[src/rtl/wb_regfile.sv]
// Writeback-stage register file: 31 x 32-bit registers plus hardwired r0, byte-enabled writes,
// optional same-cycle write-to-read bypass, and a saturating count of committed writes.
module wb_regfile #(
   parameter bit BYPASS = 1'b1
) (
   input  logic        clk,
   input  logic        Reset,
   input  logic [31:0] ALUShift_in,
   input  logic [31:0] Data_in,
   input  logic [3:0]  Rd_write_by_en_in,
   input  logic        Overflow_in,
   input  logic        RegWr_in,
   input  logic        MemtoReg_in,
   input  logic [4:0]  Rd_in,
   input  logic [4:0]  Ra_in,
   input  logic [4:0]  Rb_in,
   output logic [31:0] busA_out,
   output logic [31:0] busB_out,
   output logic [31:0] Wr_data_out,
   output logic [15:0] Wr_count_out
);

   logic [31:0] regs_q [1:31];
   logic [31:0] rd_view [32];
   logic [15:0] count_q;
   logic        we;

   assign Wr_data_out  = MemtoReg_in ? Data_in : ALUShift_in;
   // Gating with Reset keeps the bypass path dark while reset is asserted.
   assign we           = RegWr_in & ~Overflow_in & (Rd_in != 5'd0) &
                         (Rd_write_by_en_in != 4'd0) & Reset;
   assign Wr_count_out = count_q;

   always_ff @(posedge clk or negedge Reset) begin
      if (!Reset) begin
         for (int i = 1; i < 32; i++) begin
            regs_q[i] <= '0;
         end
      end else if (we) begin
         for (int i = 1; i < 32; i++) begin
            if (Rd_in == 5'(i)) begin
               for (int b = 0; b < 4; b++) begin
                  if (Rd_write_by_en_in[b]) begin
                     regs_q[i][8*b +: 8] <= Wr_data_out[8*b +: 8];
                  end
               end
            end
         end
      end
   end

   always_ff @(posedge clk or negedge Reset) begin
      if (!Reset) begin
         count_q <= '0;
      end else if (we && count_q != 16'hFFFF) begin
         count_q <= count_q + 16'd1;
      end
   end

   // Full 32-entry read view with r0 tied to zero so read indices need no range guard.
   always_comb begin
      rd_view[0] = '0;
      for (int i = 1; i < 32; i++) begin
         rd_view[i] = regs_q[i];
      end
   end

   always_comb begin
      busA_out = rd_view[Ra_in];
      busB_out = rd_view[Rb_in];
      if (BYPASS && we) begin
         for (int b = 0; b < 4; b++) begin
            if (Rd_write_by_en_in[b]) begin
               if (Ra_in == Rd_in) begin
                  busA_out[8*b +: 8] = Wr_data_out[8*b +: 8];
               end
               if (Rb_in == Rd_in) begin
                  busB_out[8*b +: 8] = Wr_data_out[8*b +: 8];
               end
            end
         end
      end
   end

endmodule

[config.mk]
export PLATFORM = sky130hd
export DESIGN_NAME = wb_regfile
export DESIGN_NICKNAME = d
export VERILOG_FILES = /design/src/rtl/wb_regfile.sv
export SDC_FILE = /design/constraint.sdc
export NUM_CORES = 2
export LEC_CHECK = 0
export BUFFER_PORTS_ARGS = -buffer_cell sky130_fd_sc_hd__buf_2
export CAP_MARGIN = 20
export CORE_ASPECT_RATIO = 1.5
export CORE_MARGIN = 2
export CORE_UTILIZATION = 57
export CTS_BUF_LIST = sky130_fd_sc_hd__clkbuf_8 sky130_fd_sc_hd__clkbuf_16
export CTS_CLUSTER_DIAMETER = 60
export DETAILED_ROUTE_END_ITERATION = 10
export PLACE_DENSITY = 0.77
export SETUP_SLACK_MARGIN = 0.05
export SYNTH_ARGS = -nofsm -noshare
export SYNTH_HDL_FRONTEND = slang
export SYNTH_SLANG_ARGS = --single-unit
[constraint.sdc]
create_clock -name clk -period 2 [get_ports clk]
set_input_delay 0.3 -clock clk [delete_from_list [all_inputs] [get_ports clk]]
set_output_delay 0.3 -clock clk [all_outputs]
set_load 0.02 [all_outputs]
==> flow_summary_export.csv <==
group,metric,value,unit
run_status,status,"finished with violations",
run_status,violations,"setup timing",
yosys,ys_ff_latch,1008,
clock_network,clock_latency,720,ps
yosys,synth_simple_gate_area_share,11.23,%
pwr,vdd_drop_max,0.7288,mV
yosys,yosysWarnings,0,
pwr,p_total,53.53,mW
hold_path,min-delay-path-class,"input pin to flip-flop",
yosys,ys_async_sr_fraction,100.0,%
route,vias_per_cell,6.941,
yosys,synthCells,5209,
sta,slew_headroom,19.97,%
yosys,yosys_most_used_dff,"dfrtp_1",
grt,grt_usage,41.92,%
yosys,yosysTopAreaCellShare,46.84,%
setup_path,cp_max_fo,3,
route,drtIter0Drc,6405,
die,dieHeight,380.5,µm
layout,finalInstanceArea,69170,µm²
yosys,avgSynthCellArea,10.34,µm²
place,placedInstanceArea,63900,µm²
place,placedCellCount,7007,
sta,setup_viol,64,
sta,max_freq,337.2,MHz
die,core_area,93930,µm²
clock_network,cts_max_level,3,
yosys,synth_fa_ha_area_share,0.02323,%
setup_path,crit_required,1700,ps
yosys,synth_common_cells,"dfrtp_1 (1008), nor2_1 (709), a21oi_1 (667)",
setup_path,endpoint_kind,"primary output",
yosys,yosysSeqAreaShare,46.84,%
layout,layout.nets,5972,
sta,fin_crit,2965,ps
yosys,synth.mux.area_fraction,21.19,%
pwr,power_per_cell_area,773.8,nW/µm²
yosys,yosysUniqueCellTypes,60,
grt,grt_pass1_vias,51349,
sta,rsz0062_at_grt,"yes",
die,die_w,255.0,µm
route,drtAntennaViolNets,0,
setup_path,cp-start-kind,"flip-flop",
sta,slew_violations,0,
sta,tightest_slew,1196,ps
route,drt_first_pass_iters,9,
yosys,synth_most_common_cell,"dfrtp_1",
yosys,synth_compound_area_share,15.82,%
die,dieArea,97010,µm²
layout,drive_gt1_share,37.27,%
pwr,p_leak,31.33,nW
sta,finalHoldViolCount,0,
yosys,synth_edf_count,0,
die,initial_core_util,57.33,%
route,drc,0,
sta,timing.final.crit_share,148.3,%
sta,setup_ws,-965.4,ps
grt,grt_max_degree,148,
route,drt-wirelength-per-cell,28.27,µm
clock_network,clockBufferDepth,3,
yosys,yosysTopAreaCell,"dfrtp_1",
clock_network,cts_root_buffer,"clkbuf_16",
route,wirelength,204.2,mm
clock_network,cts.sinks,1008,
sta,timing.hold.ws,76.28,ps
route,routed-via-count,50137,
sta,clock-skew-final,7.270,ps
grt,grt_pass1_wl,304.2,mm
grt,grt_overflow,0,
yosys,synth_area,53850,µm²
job,drv_cap,0,
layout,fin_cells,7223,
setup_path,arrival,2670,ps
setup_path,worstSetupPathType,"flip-flop to primary output",
yosys,synth.area.top_cells,"dfrtp_1 (47%), mux4_2 (12%), a21oi_1 (6.2%), mux2_2 (5.8%), nor2_1 (4.9%)",
grt,antenna_found_initial,7,
die,io_pins,200,
clock_network,cts_buffers,96,
place,io_buffers,199,
yosys,synth_xor_xnor_area_share,0.3903,%
place,place_hpwl,134.1,mm
die,rows,138,
clock_network,path_clk_slew,70,ps
yosys,synth_top_family_by_area,"multiplexers",
clock_network,tritoncts,"built",
yosys,postSynthNetCount,5298,
layout,area_delta_synth_final,28.45,%
place,gp_congestion,0.9437,
[flip-flops by register name, indices dropped and copies added (netlist names)]
signal / flops
rd_view: 992
Wr_count_out: 16
[repair_timing]
action	CTS	global route
pin swaps	126	56
endpoints found under the setup margin	64	416
hold endpoints to repair	45	0
hold buffers	3	0
setup buffers	22	21
cloned	0	1
resized for setup	242	88
[where the power goes]
group          total [mW]  internal, mW  switching (mW)  leakage (nW)
registers            23.0          21.8            1.22          13.8
clock network        20.3          11.8            8.46          1.76
logic                10.2          4.58            5.62          15.8
[area by class of cell]
| type | count | area (µm²) |
|---|---|---|
| clock inverter | 59 | 711.9 |
| tap | 1260 | 1577 |
| clock buffer | 118 | 2761 |
| timing repair buffer | 1050 | 9932 |
| antenna | 1 | 2.502 |
| inverter | 38 | 142.6 |
| sequential | 1008 | 25220 |
| multi-input combinational | 3689 | 28820 |
| fill | 5818 | 24760 |
[worst paths after layout]
| check | slack, ps | cells past startpoint | endpoint | start |
|---|---|---|---|---|
| max | -970 | 5 | busB_out[18] | rd_view[274] |
| min | 80 | 4 | rd_view[192] | Data_in[0] |
| max reg2reg | 320 | 5 | Wr_count_out[10] | Wr_count_out[6] |
| min reg2reg | 500 | 2 | rd_view[311] | rd_view[311] |
| max in group asynchronous | 240 | 5 | rd_view[692] | Reset |
| min in group asynchronous | 250 | 3 | rd_view[584] | Reset |
[critical path, cell delays in order (launching register included)]
cell      delay [ps]
dfrtp_1          440
mux4_2           490
nand3b_1         210
a32oi_4          510
a21oi_4          120
buf_6            160
[stage by stage]
step / setup slack [ps] / TNS, ps / utilization, %
2_1_floorplan: -120.1 / -4212 / -
3_3_place_gp: -761.6 / -191130 / 68.03
3_5_place_dp: -773.7 / -222970 / 68.03
4_1_cts: -924.4 / -51500 / 73.04
5_1_grt: -963.9 / -52200 / 73.64
6_report: -965.4 / -50330 / 73.64
[routing by layer]
layer  track usage [%]  routed length, µm  vias to the layer above
met5                 0                 45                        -
met4             33.87              20220                        8
met3             13.91              24870                     1443
met2             64.10              93440                     3910
met1             47.84              65650                    24475
li1                  -                  -                    20301
[placed cells by master (no fill, tap or decap), types with 15 or more instances in the layout]
cell / Yosys / final
a221o_1: 43 / 43
buf_12: 1 / 166
buf_6: 19 / 58
a221oi_2: 0 / 32
nor2_2: 42 / 55
clkbuf_16: 0 / 102
a21oi_2: 1 / 35
o22ai_1: 124 / 93
o211ai_1: 15 / 15
o22ai_2: 0 / 24
a32oi_2: 0 / 16
a21oi_1: 667 / 611
nand2_2: 0 / 19
clkbuf_8: 0 / 19
mux4_2: 298 / 298
nand3_1: 63 / 61
nor3_1: 63 / 32
a21oi_4: 0 / 22
nand2_1: 473 / 449
a221oi_1: 66 / 31
bufinv_16: 0 / 16
o21ai_0: 424 / 411
a211oi_2: 0 / 19
a211o_1: 15 / 15
mux2i_1: 158 / 116
nand3b_1: 16 / 16
mux2i_4: 0 / 30
a22oi_2: 0 / 49
buf_4: 32 / 678
nor3_2: 7 / 26
inv_1: 38 / 55
nor2_1: 709 / 694
mux2_2: 277 / 268
dfrtp_1: 1008 / 1008
buf_2: 155 / 136
[kinds of logic (layout without fill, tap and decap cells)]
group	count (synthesis)	after routing
AO/OA/AOI/OAI	1486	1486
AND/OR/NAND/NOR	1445	1445
XOR/XNOR	24	24
flip-flops	1008	1008
multiplexers	733	733
adder cells (fa/ha/maj)	1	1
buffers and inverters	512	1265
other	0	1
Note: power is estimated with default switching activity, not from simulation.
